## src/rtl/stopwatch_counter.sv

```systemverilog
// Centisecond time base plus an MM:SS.cc BCD counter for the stopwatch display.
// init clears everything; en gates the prescaler, so a pause keeps the partial period.
`timescale 1ns/1ps
module stopwatch_counter #(
  parameter int CLK_HZ  = 50000000,
  parameter int TICK_HZ = 100,
  parameter bit WRAP    = 1'b1
) (
  input  logic       clk,
  input  logic       rst_n,
  input  logic       init,
  input  logic       en,
  output logic [3:0] cs_ones,
  output logic [3:0] cs_tens,
  output logic [3:0] s_ones,
  output logic [3:0] s_tens,
  output logic [3:0] m_ones,
  output logic [3:0] m_tens,
  output logic       tick,
  output logic       overflow
);

  localparam int DIV = CLK_HZ / TICK_HZ;
  localparam int PW  = (DIV < 2) ? 1 : $clog2(DIV);
  localparam logic [PW-1:0] PRESC_MAX = PW'(DIV - 1);

  generate
    if (DIV < 2 || DIV * TICK_HZ != CLK_HZ) begin : g_bad_div
      $error("stopwatch_counter: CLK_HZ/TICK_HZ must be an integer >= 2");
    end
  endgenerate

  logic [PW-1:0] presc;

  logic [3:0] nxt_cs_ones, nxt_cs_tens, nxt_s_ones, nxt_s_tens, nxt_m_ones, nxt_m_tens;
  logic       c_cs_ones, c_cs_tens, c_s_ones, c_s_tens, c_m_ones;
  logic       terminal;

  // Ripple carry through the six digits; >= keeps the digits inside their ranges.
  always_comb begin
    c_cs_ones   = (cs_ones >= 4'd9);
    nxt_cs_ones = c_cs_ones ? 4'd0 : cs_ones + 4'd1;

    c_cs_tens   = c_cs_ones && (cs_tens >= 4'd9);
    nxt_cs_tens = c_cs_ones ? (c_cs_tens ? 4'd0 : cs_tens + 4'd1) : cs_tens;

    c_s_ones    = c_cs_tens && (s_ones >= 4'd9);
    nxt_s_ones  = c_cs_tens ? (c_s_ones ? 4'd0 : s_ones + 4'd1) : s_ones;

    c_s_tens    = c_s_ones && (s_tens >= 4'd5);
    nxt_s_tens  = c_s_ones ? (c_s_tens ? 4'd0 : s_tens + 4'd1) : s_tens;

    c_m_ones    = c_s_tens && (m_ones >= 4'd9);
    nxt_m_ones  = c_s_tens ? (c_m_ones ? 4'd0 : m_ones + 4'd1) : m_ones;

    terminal    = c_m_ones && (m_tens >= 4'd5);
    nxt_m_tens  = c_m_ones ? (terminal ? 4'd0 : m_tens + 4'd1) : m_tens;
  end

  always_ff @(posedge clk or negedge rst_n) begin
    if (!rst_n) begin
      presc    <= '0;
      cs_ones  <= 4'd0;
      cs_tens  <= 4'd0;
      s_ones   <= 4'd0;
      s_tens   <= 4'd0;
      m_ones   <= 4'd0;
      m_tens   <= 4'd0;
      tick     <= 1'b0;
      overflow <= 1'b0;
    end else if (init) begin
      presc    <= '0;
      cs_ones  <= 4'd0;
      cs_tens  <= 4'd0;
      s_ones   <= 4'd0;
      s_tens   <= 4'd0;
      m_ones   <= 4'd0;
      m_tens   <= 4'd0;
      tick     <= 1'b0;
      overflow <= 1'b0;
    end else if (en) begin
      if (presc == PRESC_MAX) begin
        presc <= '0;
        tick  <= 1'b1;
        if (terminal) overflow <= 1'b1;
        // Saturating mode keeps 59:59.99 on the terminal advance and all later ones.
        if (!terminal || WRAP) begin
          cs_ones <= nxt_cs_ones;
          cs_tens <= nxt_cs_tens;
          s_ones  <= nxt_s_ones;
          s_tens  <= nxt_s_tens;
          m_ones  <= nxt_m_ones;
          m_tens  <= nxt_m_tens;
        end
      end else begin
        presc <= presc + PW'(1);
        tick  <= 1'b0;
      end
    end else begin
      tick <= 1'b0;
    end
  end

endmodule

```

## config.mk

```make
export PLATFORM = sky130hd
export DESIGN_NAME = stopwatch_counter
export DESIGN_NICKNAME = d
export VERILOG_FILES = /design/src/rtl/stopwatch_counter.sv
export SDC_FILE = /design/constraint.sdc
export NUM_CORES = 1
export LEC_CHECK = 0
export CAP_MARGIN = 30
export CORE_MARGIN = 2
export CORE_UTILIZATION = 25
export CTS_CLUSTER_SIZE = 40
export DETAILED_ROUTE_END_ITERATION = 8
export GPL_TIMING_DRIVEN = 0
export PLACE_DENSITY = 0.45
export SKIP_CTS_REPAIR_TIMING = 1
export SLEW_MARGIN = 5
export SYNTH_ARGS = -nofsm -noshare
export SYNTH_HDL_FRONTEND = slang
export SYNTH_SLANG_ARGS = --single-unit
```

## constraint.sdc

```tcl
create_clock -name clk -period 2.7 [get_ports clk]
set_input_delay 0.54 -clock clk [delete_from_list [all_inputs] [get_ports clk]]
set_output_delay 0.54 -clock clk [all_outputs]
set_load 0.05 [all_outputs]
```

==> impl_metrics.yaml, run 1 <==
power_and_ir_drop:
  swShare_pct: 27.4
  switchingPower_uw: 341
  seqPwrFrac_pct: 55.7
  ir_worst_vdd_uv: 194
  power.internal_uw: 903
  p_per_area_nw_per_um2: 380
  clockPowerShare_pct: 35.0
  p_comb_share_pct: 9.3
  p_total_mw: 1.24
  power.leakage_nw: 1.36
global_routing:
  grt_pass1_wl_um: 11000
  grt_max_degree: 27
  grt_pass1_vias: 2184
  grt_overflow: 0
  grt_use_total_pct: 11.9
  antenna_found_initial: 0
die:
  initial_core_util_pct: 25.9
  ioPinCount: 30
  fp.dieH_um: 108
  core_um2: 10400
  fp-row-count: 37
  chipWidth_um: 108
  die-area_um2: 11600
drt:
  via_per_inst: 4.76
  drt-total-wl_um: 6400
  first_pass_iters: 4
  vias: 2199
  drc_errors: 0
  wl_per_cell_um: 13.8
  antenna_left: 0
  initialDrtViolationCount: 90
layout:
  fill_cells: 1127
  nets: 348
  diodes: 0
  drive_above_1_share_pct: 8.28
  synthToLayoutAreaGrowth_pct: 21.7
  final_common_cell: "dfrtp_1"
  final_cell_mix: "45 x dfrtp_1, 33 x nor2_1, 27 x clkdlybuf4s50_1"
  stdcell_area_um2: 3270
synth:
  synthCells: 289
  syn_area_um2: 2690
  synth_compound_area_share_pct: 9.92
  ys_seq_area_share_pct: 41.9
  synth_edf_count: 0
  ys_warn_count: 0
  synthSimpleGateAreaFrac_pct: 26.5
  synthMuxAreaShare_pct: 2.89
  avgSynthCellArea_um2: 9.30
  synthAdderAreaFrac_pct: 8.85
  syn_nets: 312
  ys_dominant_reg_cell: "dfrtp_1"
  synth_top_family_by_area: "simple AND/OR/NAND/NOR gates"
  synth-seq-cells: 45
  synth.distinct_cells: 58
  async_reset_ff_share_pct: 100
  synth_xor_xnor_area_share_pct: 5.21
worst_setup_path:
  startpoint_type: "flip-flop"
  arrival_ns: 2.67
  cp_data_required_time_ns: 2.89
  worstPathMaxFanout: 10
  critical_path_class: "flip-flop to flip-flop"
  worstSetupEndpointType: "flip-flop"
clocking:
  cts.path.max_buffers: 2
  cts_sinks: 45
  tritoncts: "built"
  worstSkewPairLatency_ns: 0.30
  clk_pin_slew_ns: 0.10
  htreeDepth: 2
  cts_root_buf: "clkbuf_8"
  cts_made_buffers: 5
sta:
  setup_viol: 0
  drv_slew: 0
  worstMarginPinSlew_ns: 0.700
  period_needed_ns: 2.49
  finClkSkew_ns: 0.00970
  min_period_over_period_pct: 92.1
  relSlewSlack_pct: 52.9
  hold_violations: 0
  rsz0062_at_grt: "no"
  worst_hold_slack_ns: 0.259
  fmax_mhz: 402
job:
  maxCapViolCount: 0
placed_design:
  dpl.hpwl_um: 4680
  gp_congestion: 0.759
  io_buffers: 28
  dpl_cell_area_um2: 3160
outcome:
  status: "finished, final reports clean"
hold_path:
  hp-class: "input pin to async pin"
==> synthesized netlist by cell type (3+ instances only) <==
library cell   n  area [um^2]
xor2_1        11         96.3
a21oi_1       16         80.1
clkbuf_1       3         11.3
o21ai_0        7         35.0
nor2_1        33          124
nor3_1         8         40.0
dfrtp_1       45         1130
nand3_1       19         95.1
mux2i_1        4         40.0
inv_1         21         78.8
xnor2_1        5         43.8
nor4b_1        3         26.3
nor4_1         4         25.0
nand2_1       23         86.3
ha_1          19          238
nand4_1        8         50.1
and3_1        10         62.6
==> path summary, 6_finish.rpt <==
check / startpoint / end / slack, ns / cells after the start
max: presc[14]$_DFFE_PN0P_ / m_tens[2]$_DFFE_PN0P_ / 0.21 / 6
min: rst_n / s_tens[1]$_DFFE_PN0P_ / 0.26 / 1
max reg2reg: presc[14]$_DFFE_PN0P_ / m_tens[2]$_DFFE_PN0P_ / 0.21 / 6
min reg2reg: overflow$_DFFE_PN0P_ / overflow$_DFFE_PN0P_ / 0.54 / 1
max in group asynchronous: rst_n / overflow$_DFFE_PN0P_ / 1.90 / 2
min in group clk: overflow$_DFFE_PN0P_ / overflow$_DFFE_PN0P_ / 0.54 / 1
==> worst max-delay path, stage by stage (launching register included) <==
cell	delay, ns
dfrtp_1	0.43
or4_4	0.57
nor4_1	0.37
and3_1	0.30
buf_4	0.21
a31oi_1	0.13
a221o_1	0.37
==> sequential cells by signal, summed over array words and instances (netlist names) <==
name	cells
cs_tens	4
m_ones	4
s_ones	4
s_tens	4
presc	19
cs_ones	4
overflow	1
m_tens	4
tick	1
==> through the flow <==
stage | std cells | setup slack (ns) | TNS [ns] | util (%)
after global routing | 462 | 0.0165 | 0 | 31.5
final | 462 | 0.215 | 0 | 31.5
after floorplan | 289 | 0.142 | 0 | -
after detailed placement | 454 | -0.222 | -0.903 | 30.5
after global placement | 453 | -0.352 | -16.70 | 30.3
after CTS | 462 | 0.0145 | 0 | 31.3
==> power groups by stage <==
stage	clock network [mW]	registers (mW)	logic, mW
finish	0.435	0.693	0.115
detailed placement	0	0.707	0.118
global placement	0	0.707	0.114
global route	0.480	0.697	0.128
floorplan	0	0.726	0.0472
CTS	0.458	0.694	0.118
==> per-layer routing <==
| metal | wire [um] | global-route usage [%] |
|---|---|---|
| met1 | 3280 | 17.5 |
| met2 | 2800 | 18.0 |
| met3 | 265 | 2.48 |
| met4 | 48 | 2.75 |
| met5 | 0 | 0 |
==> cell type report <==
cell class	instances	area [um^2]	share of cell area, %
Tap cell	136	170	5.20
Buffer	7	43.8	1.34
Clock inverter	2	15.0	0.459
Clock buffer	6	72.6	2.22
Sequential cell	45	1130	34.4
Inverter	22	82.6	2.52
Multi-Input combinational cell	215	1460	44.6
Timing Repair Buffer	29	303	9.26
==> cells by family (layout without fill, tap and decap cells) <==
logic type / count (synthesis) / in the layout
AOI/OAI and AO/OA: 42 / 42
xor gates and xnor gates: 16 / 16
adders and majority gates: 19 / 19
buffers and inverters: 29 / 66
DFF: 45 / 45
muxes: 7 / 7
and+or+nand+nor: 131 / 131
Note: power is estimated with default switching activity, not from simulation.
==> run 2, diff against run 1 <==
--- a/config.mk
+++ b/config.mk
@@ -10,10 +10,11 @@
 export CORE_UTILIZATION = 25
 export CTS_CLUSTER_SIZE = 40
 export DETAILED_ROUTE_END_ITERATION = 8
+export DONT_BUFFER_PORTS = 1
 export GPL_TIMING_DRIVEN = 0
-export PLACE_DENSITY = 0.45
+export PLACE_DENSITY = 0.41
 export SKIP_CTS_REPAIR_TIMING = 1
-export SLEW_MARGIN = 5
+export SLEW_MARGIN = 10
 export SYNTH_ARGS = -nofsm -noshare
 export SYNTH_HDL_FRONTEND = slang
 export SYNTH_SLANG_ARGS = --single-unit
==> impl_metrics.yaml, run 2 (synthesis results as in run 1) <==
outcome:
  status: "finished, final reports clean"
die:
  ioPinCount: 30
  fp-row-count: 37
  die-area_um2: 11600
  fp.dieH_um: 108
  initial_core_util_pct: 25.9
  chipWidth_um: 108
  core_um2: 10400
layout:
  multiInputGateArea_um2: 1450
  final_core_util_pct: 29.1
  final_common_cell: "dfrtp_1"
  largest_register_ffs: 19
  top_register: "presc"
  fill_cells: 1088
  final_cell_mix: "40 x dfrtp_1, 33 x nor2_1, 23 x nand2_1"
  drive_above_1_share_pct: 11.0
  stdcell_area_um2: 3010
  register_area_um2: 1130
  diodes: 0
  synthToLayoutAreaGrowth_pct: 12.1
  nets: 323
  final_cells: 437
worst_setup_path:
  cp_data_required_time_ns: 2.89
  worstSetupEndpointType: "flip-flop"
  worstPathMaxFanout: 5
  crit_path_start: "cs_ones[1]$_DFFE_PN0P_"
  critical_path_class: "flip-flop to flip-flop"
  arrival_ns: 2.73
  r2r_start: "cs_ones[1]$_DFFE_PN0P_"
  startpoint_type: "flip-flop"
placed_design:
  gp_congestion: 0.738
  dpl_cell_area_um2: 2860
  dpl.hpwl_um: 4720
  io_buffers: 0
  place_inst: 425
clocking:
  cts_sinks: 45
  tritoncts: "built"
  cts_made_buffers: 5
  cts.path.max_buffers: 2
  cts_root_buf: "clkbuf_8"
  clk_pin_slew_ns: 0.09
  worstSkewPairLatency_ns: 0.30
  htreeDepth: 2
sta:
  relSlewSlack_pct: 53.2
  tns_ns: 0
  fmax_mhz: 393
  period_needed_ns: 2.55
  setup_viol: 0
  hold_violations: 0
  min_period_over_period_pct: 94.3
  finClkSkew_ns: 0.00906
  drv_slew: 0
  worstMarginPinSlew_ns: 0.696
global_routing:
  grt_use_total_pct: 12.4
  grt_pass1_wl_um: 11400
  grt_overflow: 0
  antenna_found_initial: 0
  grt_pass1_vias: 2214
  grt_max_degree: 46
drt:
  drc_errors: 0
  first_pass_iters: 4
  drt-total-wl_um: 6650
  via_per_inst: 4.76
  initialDrtViolationCount: 133
  vias: 2079
  wl_per_cell_um: 15.2
  antenna_left: 0
power_and_ir_drop:
  ir_worst_vdd_uv: 204
  power.leakage_nw: 1.28
  p_per_area_nw_per_um2: 401
job:
  maxCapViolCount: 0
hold_path:
  hp-class: "input pin to async pin"
==> run 2: final timing paths <==
kind	slack [ns]	to	cells past startpoint
hold reg to reg	0.55	presc[17]$_DFFE_PN0P_	2
min in group clk	0.46	presc[1]$_DFFE_PN0P_	3
setup / recovery	0.15	m_tens[2]$_DFFE_PN0P_	8
max in group asynchronous	2.40	s_ones[1]$_DFFE_PN0P_	1
hold / removal	0.09	cs_tens[3]$_DFFE_PN0P_	1
setup reg to reg	0.15	m_tens[2]$_DFFE_PN0P_	8
==> run 2: metal layers <==
metal / part of all wire [%] / up-vias / GRT usage, %
li1: - / 1038 / -
met1: 49 / 988 / 17.4
met2: 44 / 46 / 18.7
met3: 5.8 / 7 / 3.21
met4: 1.2 / 0 / 3.48
met5: 0 / - / 0
==> run 2: final cells by class <==
type                    instances  area share, %
well taps                     136           5.65
inverters                      22           2.74
flip-flops and latches         45           37.6
clock buffers                   6           2.41
multi-input cells             215           48.2
repair buffers                  4           1.66
clock inverters                 2          0.332
plain buffers                   7           1.45
==> run 2: worst max-delay path, stage by stage, from the launching register on <==
cell,delay [ns]
dfrtp_2,0.57
inv_1,0.11
ha_1,0.18
or3b_2,0.48
nand4_1,0.27
nor3_4,0.11
and3_1,0.20
clkbuf_1,0.17
a221o_1,0.35
==> run 2: report_power, final <==
part / total [mW] / internal [mW] / switching (mW)
Combinational: 0.0785 / 0.0270 / 0.0515
Sequential: 0.716 / 0.681 / 0.0348
Clock: 0.414 / 0.180 / 0.234
Total: 1.21 / 0.888 / 0.320
==> run 2: metrics by stage <==
stage	setup slack (ns)	power [mW]	hold slack, ns
detailed placement	-0.318	0.791	0.246
CTS	-0.348	1.22	-0.0901
global placement	-0.285	0.790	0.246
finish	0.153	1.21	0.0874
floorplan	0.142	0.773	0.244
global route	-0.0268	1.28	0.0822
